==> config.mk <==
export PLATFORM = sky130hd
export DESIGN_NAME = mesh_input_unit
export DESIGN_NICKNAME = d
export VERILOG_FILES = /design/src/rtl/mesh_input_unit.sv
export SDC_FILE = /design/constraint.sdc
export NUM_CORES = 1
export LEC_CHECK = 0
export CAP_MARGIN = 20
export CORE_MARGIN = 2
export CORE_UTILIZATION = 55
export CTS_CLUSTER_SIZE = 30
export DETAILED_ROUTE_END_ITERATION = 8
export GPL_ROUTABILITY_DRIVEN = 0
export PLACE_DENSITY_LB_ADDON = 0.05
export SLEW_MARGIN = 20
export SYNTH_ARGS = -nofsm -noshare
export SYNTH_HDL_FRONTEND = slang
export SYNTH_SLANG_ARGS = --single-unit
==> constraint.sdc <==
create_clock -name clk -period 4.24 [get_ports clk]
set_input_delay 0.424 -clock clk [delete_from_list [all_inputs] [get_ports clk]]
set_output_delay 0.424 -clock clk [all_outputs]
set_load 0.01 [all_outputs]
==> src/rtl/mesh_input_unit.sv <==
// Per-port input buffer for a MESH router: flit FIFO, XY route of the head flit, one-hot output request.
// Optional sticky overflow/underflow flag when MESH_INPUT_UNIT_OVF_CHECK_EN is defined.
module mesh_input_unit #(
    parameter int DATA_W  = 32,
    parameter int X_W     = 2,
    parameter int Y_W     = 2,
    parameter int LOCAL_X = 0,
    parameter int LOCAL_Y = 0,
    parameter int DEPTH   = 4,
    parameter int M       = 5
) (
    input  logic              clk,
    input  logic              reset,
    input  logic [DATA_W-1:0] i_data,
    input  logic              i_data_val,
    output logic              o_en,
    output logic [0:M-1]      o_output_req,
    input  logic              i_grant,
    output logic [DATA_W-1:0] o_data
`ifdef MESH_INPUT_UNIT_OVF_CHECK_EN
    ,
    output logic              o_overflow
`endif
);

    localparam int AW = $clog2(DEPTH);
    localparam logic [AW:0]    FULL_CNT = (AW+1)'(DEPTH);
    localparam logic [X_W-1:0] LX = X_W'(LOCAL_X);
    localparam logic [Y_W-1:0] LY = Y_W'(LOCAL_Y);
    localparam int P_C = 0;
    localparam int P_N = 1;
    localparam int P_E = 2;
    localparam int P_S = 3;
    localparam int P_W = 4;

    typedef enum logic [1:0] {EMPTY, ACTIVE, FULL} state_t;

    state_t            state, state_nxt;
    logic [DATA_W-1:0] mem [DEPTH];
    logic [AW-1:0]     rd_ptr, wr_ptr;
    logic [AW:0]       count, count_nxt;
    logic              push, pop;
    logic [X_W-1:0]    head_x;
    logic [Y_W-1:0]    head_y;

    // X is resolved before Y, so a flit only turns north/south once its column matches.
    function automatic logic [0:M-1] route(input logic [X_W-1:0] dx, input logic [Y_W-1:0] dy);
        logic [0:M-1] r;
        r = '0;
        if (dx > LX)      r[P_E] = 1'b1;
        else if (dx < LX) r[P_W] = 1'b1;
        else if (dy > LY) r[P_N] = 1'b1;
        else if (dy < LY) r[P_S] = 1'b1;
        else              r[P_C] = 1'b1;
        return r;
    endfunction

    // Enable depends on registered state only, keeping grant off the upstream flow-control path.
    assign o_en   = (state != FULL);
    assign push   = i_data_val && o_en;
    assign pop    = i_grant && (state != EMPTY);
    assign o_data = mem[rd_ptr];
    assign head_x = o_data[DATA_W-1 -: X_W];
    assign head_y = o_data[DATA_W-1-X_W -: Y_W];

    always_comb begin
        count_nxt    = count;
        state_nxt    = state;
        o_output_req = '0;
        case ({push, pop})
            2'b10:   count_nxt = count + 1'b1;
            2'b01:   count_nxt = count - 1'b1;
            default: count_nxt = count;
        endcase
        if (count_nxt == '0)            state_nxt = EMPTY;
        else if (count_nxt == FULL_CNT) state_nxt = FULL;
        else                            state_nxt = ACTIVE;
        if (state != EMPTY)
            o_output_req = route(head_x, head_y);
    end

    always_ff @(posedge clk) begin
        if (reset) begin
            state  <= EMPTY;
            count  <= '0;
            rd_ptr <= '0;
            wr_ptr <= '0;
        end else begin
            state <= state_nxt;
            count <= count_nxt;
            if (push) wr_ptr <= wr_ptr + 1'b1;
            if (pop)  rd_ptr <= rd_ptr + 1'b1;
        end
    end

    always_ff @(posedge clk) begin
        if (push) mem[wr_ptr] <= i_data;
    end

`ifdef MESH_INPUT_UNIT_OVF_CHECK_EN
    always_ff @(posedge clk) begin
        if (reset)
            o_overflow <= 1'b0;
        else if ((i_data_val && !o_en) || (i_grant && (count == '0)))
            o_overflow <= 1'b1;
    end
`endif

endmodule
## After elaboration in Yosys (flattened, before gate mapping)

Memory sizes are Yosys's and may differ from the RTL's. A register that Yosys moved wholly into a read port is not among the register bits.
Cells that the tools add are included.

- Memories: 1
- RAM bits: 128
- Bits in read-only memories: 0
- Bits in registers: 9
- Bits in latches: 0
- Output and inout bits: 38
- Word-level logic and storage cells: 40

Memories:

| memory | words | width | read ports | clocked after Yosys merged registers in | wr ports | RTL line | source |
|---|---|---|---|---|---|---|---|
| mem | 4 | 32 | 1 | 1 | 1 | 39 | `logic [DATA_W-1:0] mem [DEPTH];` |

- Div/mod/pow operators: 0
- Multiply operators: 0
- Mux-type cells: 18
- Add/subtract/negate cells: 4
- $lt $le $gt $ge: 4
- Bitwise operators: 0
- Equality and inequality tests: 4
- Reductions and logical operators: 5
- Shift operators: 0

Operators by type and width:

| cell | number |
|---|---|
| 2-to-1 mux 2 bit | 6 |
| 2-to-1 mux 1 bit | 10 |
| one-hot mux 3 bit (2 select lines) | 1 |
| 2-to-1 mux 5 bit | 1 |
| adder 2 x 1 -> 2 bit (second input constant) | 2 |
| > comparator 2 x 1 -> 1 bit (second input constant) | 2 |
| < comparator 2 x 1 -> 1 bit (second input constant) | 2 |
| adder 3 x 1 -> 3 bit (second input constant) | 1 |
| == test 3 bit (second input constant) | 1 |
| logical NOT 3 bit | 1 |
| subtractor 3 x 1 -> 3 bit (second input constant) | 1 |
| == test 2 x 1 -> 1 bit (second input constant) | 1 |
| == test 2 bit (second input constant) | 1 |
| logical AND 1 bit | 2 |
| inequality test 2 bit (second input constant) | 1 |
| nonzero test 2 bit | 1 |
| OR reduction 2 bit | 1 |

## Logic depth before layout (Yosys ltp)

Gate-level depths: netlist of the first run.

- Word-level depth: 6
- Gate-level depth with buffers: 9
- Mapped depth without buffers: 9

## Worst setup path after synthesis of the first run

OpenSTA, ideal clock, no wires.

- Path kind: register to register
- Start point: register state[1]
- End point: register state[1]
- Buffers on the path: 0
- Stages on the path, launching flop included: 10
- Data arrival time: 2.009 ns
- Data required time: 4.154 ns
- Path slack: 2.145 ns
- Clock period less this slack: 2.095 ns
- Cell sequence: dfxtp_1 > nor2b_1 > inv_1 > nand2_1 > ha_1 > inv_1 > fa_1 > xor2_1 > or3_1 > a211oi_1

- Cells in the longest elaborated chain, start to end: 6
- Elaborated cells on any way between the ends: 11

RTL lines:

| element | RTL line | source |
|---|---|---|
| from (decl) | 38 | `state_t state, state_nxt;` |
| from (signal assigned) | 89 | `state <= state_nxt;` |
| inequality test 2 bit * | 59 | `assign o_en = (state != FULL);` |
| via o_en | 16 | `output logic o_en,` |
| logical AND 1 bit * | 60 | `assign push = i_data_val && o_en;` |
| == test 2 x 1 -> 1 bit / == test 2 bit (equally long branches) | 70 | `case ({push, pop})` |
| one-hot mux 3 bit (2 select lines) * | 70 |  |
| == test 3 bit / logical NOT 3 bit (equally long branches) | 76, 75 |  |
| 2-to-1 mux 2 bit / OR reduction 2 bit (equally long branches) | - |  |

The timed path passes the listed nets; every way through them passes the cells marked *.
A chain may end at the register's enable or synchronous reset.

==> impl_metrics.json, run 1 <==
{
  "post_cts_resized": 0,
  "synth_area_per_cell_um2": 21.8,
  "drt-total-wl_mm": 8.72,
  "htreeDepth": 4,
  "critical-path-top-delay-family": "flip-flops",
  "hold_viol": 0,
  "power_w": 0.00359,
  "tightest_slew_ns": 0.900,
  "relSlewSlack_pct": 40.0,
  "syn-instance-count": 240,
  "hold_ws_ns": 0.500,
  "clockBufferDepth": 2,
  "post-cts-setup-buffer-count": 0,
  "clk_pin_slew_ns": 0.06,
  "path_buf_inv": 1,
  "utilization_pct": 71.7,
  "hold_path_class": "reg -> reg",
  "ys_types": 30,
  "path_cells": "mux4_2 > nor2_2 > a21boi_2 > clkdlybuf4s50_1",
  "cts_tree": "built",
  "cts.sinks": 139,
  "cts_root_buf": "clkbuf_8",
  "cts_buffers": 17,
  "setup_tns_ns": 0,
  "routed-via-count": 2470,
  "drv_slew": 0,
  "ioPinCount": 74,
  "period_share_pct": 75.6,
  "drc": 0,
  "rows": 35,
  "n_antenna_cell": 0,
  "crit_path_start_kind": "flip-flop",
  "maxCapViolCount": 0,
  "slowest_stage": "dfxtp_2",
  "area_growth_pct": 26.8,
  "final_layout_size_suffix_gt1_share_pct": 21.0,
  "yosys_warnings": 0,
  "yosysSeqAreaShare_pct": 77.8,
  "grt_first_pass_wirelength_mm": 13.6,
  "status": "completed",
  "cts_hold_buf": 0,
  "clock_latency_ns": 0.52,
  "critPathRequiredTime_ns": 3.82,
  "fillers": 577,
  "ys_seq_elements": 139,
  "reg2reg_slack_ns": 1.95,
  "finalClockSkew_ns": 0.0114,
  "antenna_found_initial": 0,
  "drt-vias-per-instance": 5.33,
  "firstDrtPassIters": 4,
  "die_w_um": 101,
  "drt_iter0_markers": 111,
  "path_class": "reg -> out",
  "grt_pass1_vias": 2645,
  "end_kind": "output pin",
  "ir_worst_vdd_uv": 284,
  "grt_max_degree": 35,
  "syn_area_um2": 5230,
  "port_buffers": 71,
  "final_nets": 363,
  "finalWorstPathRequiredPeriod_ns": 3.20,
  "place_inst": 431,
  "cp_max_fo": 34,
  "rsz0062_at_grt": "no",
  "grt.total_usage_pct": 18.7,
  "clock.fmax_ghz": 0.312,
  "ant_nets": 0,
  "powerDensity_nw_per_um2": 542,
  "cp.arrival_ns": 2.78,
  "finalSetupViolations": 0,
  "core_area_um2": 9240,
  "hpwl_mm": 5.09,
  "start_util_pct": 56.6,
  "post_drt_wl_per_cell_um": 18.8,
  "final_cells": 463,
  "gr-total-overflow": 0,
  "fp.dieArea_um2": 10300,
  "leakagePower_nw": 2.16,
  "critical-path-max-stage-delay_ns": 0.92,
  "die_y_um": 101
}
[per-stage QoR]
step | setup slack [ns] | area (µm²)
4_1_cts | 0.963 | 6630
2_1_floorplan | 2.15 | 5230
5_1_grt | 0.861 | 6630
3_3_place_gp | 1.53 | 6050
3_5_place_dp | 1.55 | 6050
6_report | 1.04 | 6630
[logic make-up (layout without fill, tap and decap cells)]
| group | after synthesis | count (layout) | synth area share, % |
|---|---|---|---|
| other | 1 | 2 | 0.0718 |
| AND/OR/NAND/NOR | 21 | 21 | 2.27 |
| adder cells (fa/ha/maj) | 6 | 6 | 1.58 |
| multiplexers | 36 | 36 | 14.1 |
| XOR/XNOR | 4 | 4 | 0.670 |
| AO/OA/AOI/OAI | 14 | 14 | 1.65 |
| flip-flops | 139 | 139 | 77.8 |
| buffers and inverters | 19 | 112 | 1.92 |
[cells in the mapped netlist, drive strengths merged]
library cell,instances,share of area [%]
edfxtp,128,74
mux4,30,13
buf,11,1.3
dfxtp,11,4.2
inv,8,0.57
nor2,8,0.62
mux2i,6,1.1
a21oi,5,0.48
ha,5,1.2
and3,4,0.48
o21ai,4,0.38
xor2,4,0.67
nand3,2,0.19
nor2b,2,0.24
a211oi,1,0.14
a21boi,1,0.22
a31oi,1,0.12
and3b,1,0.17
conb,1,0.072
fa,1,0.38
nand2,1,0.072
nand4b,1,0.17
nand4bb,1,0.22
o211ai,1,0.14
o22a,1,0.17
or3,1,0.12
[cell usage in the layout, fill, tap and decap left out, drive strengths merged]
master	n
nor2	8
a21oi	5
ha	5
a21boi	1
buf	1
fa	1
clkdlybuf4s50	71
clkbuf	17
mux2i	6
nand2	1
clkinvlp	2
a211oi	1
nand3	2
nor2b	2
or3	1
nand4bb	1
and3b	1
conb	2
clkinv	6
xor2	4
edfxtp	128
a31oi	1
and3	4
dfxtp	11
o22a	1
nand4b	1
mux4	30
o21ai	4
inv	13
bufinv	2
o211ai	1
[power breakdown]
part / total (W) / internal (W) / leakage, nW / switching [W]
combinational: 0.000527 / 0.000309 / 0.619 / 0.000218
sequential: 0.00164 / 0.00159 / 1.27 / 0.0000581
clock: 0.00142 / 0.000847 / 0.279 / 0.000576
[layout make-up]
cell class	count	area [µm²]	area share, %
repair buffers	72	718	10.8
inverters	8	30.0	0.453
clock buffers	17	414	6.25
flip-flops and latches	139	4070	61.4
well taps	129	161	2.44
clock inverters	15	165	2.49
multi-input cells	83	1070	16.2
[final timing paths]
| kind | endpoint | from | cells after the start |
|---|---|---|---|
| worst max-delay path | o_output_req[0] | flip-flop | 4 |
| worst max register to register | state[1]$_SDFF_PP0_ | state[1]$_SDFF_PP0_ | 9 |
| worst min-delay path | count[1]$_SDFF_PP0_ | count[1]$_SDFF_PP0_ | 2 |
| worst min register to register | count[1]$_SDFF_PP0_ | count[1]$_SDFF_PP0_ | 2 |
[sequential cells by signal, summed over array words and instances, names as in the netlist, named ones only]
register	flops
mem	128
count	3
rd_ptr	2
state	2
wr_ptr	2
[worst reg2reg max path, delay by kind of cell (launching register included)]
kind | cells | cell delay [ns]
AOI/OAI and AO/OA | 1 | 0.24
DFF | 1 | 0.40
xor gates and xnor gates | 1 | 0.16
adders and majority gates | 2 | 0.56
and+or+nand+nor | 3 | 0.63
buffers and inverters | 2 | 0.21
[routing by layer]
layer  part of all wire (%)  global-route usage [%]
met2                     53                    30.6
met5                      0                       0
met3                    3.2                    5.52
met1                     42                    23.1
met4                    1.1                    9.04
(Power assumes the default switching activity.)
==> run 2: changes to the inputs <==
Settings changed: CORE_UTILIZATION 55 to 49.
Clock period 4.24 ns to 2.7 ns, I/O delays scaled along.
==> run 2 against run 1 <==
Effect of this change:
- die area up 12%
- power up 60%
- wire length up 1.9%
- design area up 1.9%
- cell count up 3.2%
- core utilization down 6.3 points
- register-to-register slack worse by 1.5 ns
- setup slack worse by 0.90 ns
- sequential power up 55%
==> impl_metrics.json, run 2 (synthesized netlist as in run 1, its figures left out) <==
{
  "grt_max_degree": 33,
  "die_w_um": 107,
  "critPathRequiredTime_ns": 2.43,
  "swShare_pct": 22.9,
  "end_kind": "output pin",
  "clockBufferDepth": 2,
  "leakagePower_nw": 2.22,
  "hold_path_class": "in -> reg",
  "die_y_um": 107,
  "top_regs": "mem (128), count (3)",
  "drt-vias-per-instance": 5.26,
  "largest_register": "mem",
  "ioPinCount": 74,
  "rows": 37,
  "netSwitchingPower_w": 0.00131,
  "largest_reg_flops": 128,
  "clk_pin_slew_ns": 0.06,
  "port_buffers": 71,
  "power.share.sequential_pct": 44.4,
  "finalSetupViolations": 0,
  "final_cell_mix": "128 x edfxtp_1, 71 x clkdlybuf4s50_1, 30 x mux4_2",
  "critical-path-max-stage-delay_ns": 0.55,
  "cp_num_cells": 4,
  "antenna_found_initial": 0,
  "routed-via-count": 2514,
  "min_path_cells": 1,
  "dpl_worst_slack_ns": 0.313,
  "crit_path_start_kind": "flip-flop",
  "maxCapViolCount": 0,
  "final_nets": 371,
  "core_area_um2": 10300,
  "status": "completed",
  "area_growth_pct": 29.2,
  "cts_hold_buf": 0,
  "period_share_pct": 94.9,
  "path_buf_inv": 1,
  "setup_tns_ns": 0,
  "firstDrtPassIters": 5,
  "combinationalPowerShare_pct": 15.5,
  "drv_slew": 0,
  "drt-total-wl_mm": 8.89,
  "rsz0062_at_grt": "no",
  "worst_slack_ns": 0.137,
  "clock_latency_ns": 0.50,
  "final_common_cell": "edfxtp_1",
  "ant_nets": 0,
  "grt_first_pass_wirelength_mm": 14.3,
  "hpwl_mm": 5.45,
  "hold_viol": 0,
  "n_antenna_cell": 0,
  "drc": 0,
  "clock.fmax_ghz": 0.390,
  "cellInternalPower_w": 0.00442,
  "cts_root_buf": "clkbuf_8",
  "finalClockSkew_ns": 0.00750,
  "finalWorstPathRequiredPeriod_ns": 2.56,
  "fp.dieArea_um2": 11500,
  "gr-total-overflow": 0,
  "cts.sinks": 139,
  "post_drt_wl_per_cell_um": 18.6,
  "start_util_pct": 50.6,
  "powerDensity_nw_per_um2": 849,
  "ir_worst_vdd_uv": 466,
  "final_layout_size_suffix_gt1_share_pct": 22.8,
  "cp_max_fo": 5,
  "grt.total_usage_pct": 17.1,
  "grt_pass1_vias": 2693,
  "path_cells": "mux4_2 > nor2_2 > a21boi_2 > clkdlybuf4s50_1",
  "slowest_stage": "mux4_2",
  "cp.arrival_ns": 2.29,
  "clockPowerShare_pct": 40.1,
  "cts_buffers": 17,
  "reg2reg_depth": 9,
  "path_class": "reg -> out",
  "critical-path-top-delay-family": "multiplexers",
  "cts_tree": "built",
  "drt_iter0_markers": 148,
  "htreeDepth": 4
}
## run 2: cell count changes in the layout (fill, tap and decap cells not counted), sizes merged
| cell | delta |
|---|---|
| bufinv | +1 |
| buf | +8 |
| inv | +1 |
| clkinv | -2 |
## run 2: timing repair
item,CTS,global route
pin swaps,0,0
gates resized for setup,1,3
buffers inserted,0,0
endpoints found under the setup margin,1,3
## run 2: path summary, 6_finish.rpt
path / start / to / slack (ns)
worst min-delay path: i_data[23] / mem[2][23]$_DFFE_PP_ / 0.40
worst max register to register: state[1]$_SDFF_PP0_ / state[1]$_SDFF_PP0_ / 0.43
worst min register to register: count[1]$_SDFF_PP0_ / count[1]$_SDFF_PP0_ / 0.51
worst max-delay path: flip-flop / o_output_req[0] / 0.14
## run 2: worst reg2reg max path: stages (launching register included)
cell	delay, ns
dfxtp_1	0.39
nor2b_1	0.21
inv_1	0.14
nand2_1	0.11
ha_1	0.19
inv_1	0.06
fa_1	0.37
xor2_1	0.16
or3_1	0.33
a211oi_1	0.23
## run 2: metal layers
metal,vias to the layer above,global-route usage (%),wire length [µm]
li1,1159,-,-
met1,1293,22.7,3930
met2,60,27.2,4540
met3,2,5.21,391
met4,0,5.84,37
met5,-,0,0
## run 2: cell type report
cell class / count / area, µm²
repair buffers: 80 / 807
multi-input cells: 83 / 1070
clock inverters: 15 / 185
flip-flops and latches: 139 / 4070
well taps: 136 / 170
fillers: 704 / 3570
clock buffers: 17 / 414
inverters: 8 / 30.0
## run 2: through the flow
step | hold WS [ns] | power [W] | cells | utilization (%) | instance area (µm²)
global placement | 0.471 | 0.00348 | 446 | 59.5 | 6140
finish | 0.401 | 0.00573 | 478 | 65.4 | 6750
CTS | 0.371 | 0.00581 | 478 | 65.3 | 6740
detailed placement | 0.497 | 0.00349 | 446 | 59.5 | 6140
global route | 0.381 | 0.00597 | 478 | 65.4 | 6750
floorplan | 0.369 | 0.00308 | 241 | - | 5230
## run 2: power groups by stage
stage	Combinational, W	Clock, W	Sequential [W]
after detailed placement	0.000900	0	0.00259
after CTS	0.000908	0.00236	0.00255
after global routing	0.000961	0.00245	0.00256
after floorplan	0.000511	0	0.00256
final	0.000889	0.00230	0.00255
after global placement	0.000896	0	0.00258
==> run 3: changes to the inputs <==
Settings changed: SKIP_LAST_GASP set to 1.
==> run 3 against run 2 <==
Effect of this change:
- critical path depth unchanged
- sequential power about the same
- design area about the same
- die area unchanged
- highest routed layer unchanged
- power increased by 0.12%
- setup slack improved by 0.0029 ns
- critical endpoint unchanged
- flip-flop and latch count unchanged
==> impl_metrics.json, run 3 (synthesized netlist as in run 1, its figures left out) <==
{
  "hpwl_mm": 5.45,
  "cts_buffers": 17,
  "use_met3_pct": 5.21,
  "final_nets": 371,
  "n_antenna_cell": 0,
  "maxCapViolCount": 0,
  "clk_pin_slew_ns": 0.06,
  "clock_latency_ns": 0.50,
  "routed-via-count": 2554,
  "critPathRequiredTime_ns": 2.43,
  "ioPinCount": 74,
  "min_path_cells": 1,
  "htreeDepth": 4,
  "grt_pass1_vias": 2693,
  "core_area_um2": 10300,
  "post-cts-setup-buffer-count": 0,
  "grtUsageMet1_pct": 22.7,
  "period_share_pct": 94.8,
  "final_common_cell": "edfxtp_1",
  "finalSetupViolations": 0,
  "worst_r2r_endpoint": "state[1]$_SDFF_PP0_",
  "largest_register": "mem",
  "reg2reg_slack_ns": 0.43,
  "end_kind": "output pin",
  "grtUsageMet2_pct": 27.2,
  "start_util_pct": 50.6,
  "area_growth_pct": 29.1,
  "rsz0062_at_grt": "yes",
  "relSlewSlack_pct": 66.6,
  "stdcell_area_um2": 6750,
  "gr-total-overflow": 0,
  "hold_ws_ns": 0.394,
  "fp.dieArea_um2": 11500,
  "drt-vias-per-instance": 5.34,
  "top_regs": "mem (128), count (3)",
  "finalWorstPathRequiredPeriod_ns": 2.56,
  "final_cell_mix": "128 x edfxtp_1, 71 x clkdlybuf4s50_1, 30 x mux4_2",
  "grt_first_pass_wirelength_mm": 14.3,
  "reg2reg_depth": 9,
  "finalClockSkew_ns": 0.00808,
  "grt_max_degree": 33,
  "place_area_um2": 6140,
  "powerDensity_nw_per_um2": 851,
  "rr_startpoint": "state[1]$_SDFF_PP0_",
  "utilization_pct": 65.4,
  "drv_slew": 0,
  "drc": 0,
  "grt_busiest_layer": "met2",
  "port_buffers": 71,
  "rows": 37,
  "cts_tree": "built",
  "cts_root_buf": "clkbuf_8",
  "power_w": 0.00574,
  "hold_viol": 0,
  "path_class": "reg -> out",
  "min_to": "mem[2][23]$_DFFE_PP_",
  "clock.fmax_ghz": 0.391,
  "leakagePower_nw": 2.22,
  "drt-total-wl_mm": 8.99,
  "worst_hold_startpoint": "i_data[23]",
  "die_y_um": 107,
  "largest_reg_flops": 128,
  "post_drt_wl_per_cell_um": 18.8,
  "clockBufferDepth": 2,
  "cp_max_fo": 5,
  "cts.sinks": 139,
  "tightest_slew_ns": 0.501,
  "final_layout_size_suffix_gt1_share_pct": 22.5,
  "drt_iter0_markers": 137,
  "cp.arrival_ns": 2.29,
  "grt.total_usage_pct": 17.1,
  "hold_path_class": "in -> reg",
  "status": "completed",
  "die_w_um": 107,
  "firstDrtPassIters": 4,
  "crit_path_start_kind": "flip-flop",
  "ant_nets": 0,
  "antenna_found_initial": 0,
  "ir_worst_vdd_uv": 469
}
-- run 3: cell counts in the layout (fill, tap and decap cells not counted) --
No cell type changed its count.
-- run 3: cell type report --
type / count / area (µm²)
flip-flops and latches: 139 / 4070
inverters: 8 / 30.0
fillers: 706 / 3570
repair buffers: 80 / 807
multi-input cells: 83 / 1070
clock inverters: 15 / 185
well taps: 136 / 170
clock buffers: 17 / 414
-- run 3: worst max-delay path by stage --
| stage | start | endpoint | slack [ns] | cells after the start |
|---|---|---|---|---|
| floorplan | state[1]$_SDFF_PP0_ | state[1]$_SDFF_PP0_ | 0.61 | 9 |
| global placement | i_grant | state[1]$_SDFF_PP0_ | 0.38 | 9 |
| CTS | flip-flop | o_output_req[0] | 0.02 | 4 |
| finish | flip-flop | o_output_req[0] | 0.14 | 4 |
| global route | flip-flop | o_output_req[1] | -0.004 | 4 |
| detailed placement | i_grant | state[1]$_SDFF_PP0_ | 0.31 | 9 |
-- run 3: through the flow --
step | worst slack, ns | instances | TNS, ns
final | 0.140 | 478 | 0
after global placement | 0.379 | 446 | 0
after global routing | -0.00391 | 478 | -0.00391
after detailed placement | 0.313 | 446 | 0
after CTS | 0.0215 | 478 | 0
after floorplan | 0.605 | 241 | 0
-- run 3: worst max-delay path, cell delays in order, from the launching register on --
cell	delay, ns
dfxtp_4	0.39
mux4_2	0.55
nor2_2	0.15
a21boi_2	0.16
clkdlybuf4s50_1	0.54
-- run 3: timing repair --
action,CTS,global route
hold endpoints to repair,0,0
resized for setup,1,2
endpoints found under the setup margin,1,3
hold buffers,0,0
-- run 3: per-layer routing --
metal,part of all wire (%),up-vias
met3,4.4,2
met1,45,1329
met5,0,-
li1,-,1158
met4,0.41,0
met2,51,65
-- run 3: where the power goes --
part / switching (W) / internal (W)
clock: 0.000879 / 0.00142
sequential: 0.0000562 / 0.00249
combinational: 0.000387 / 0.000505
total: 0.00132 / 0.00442
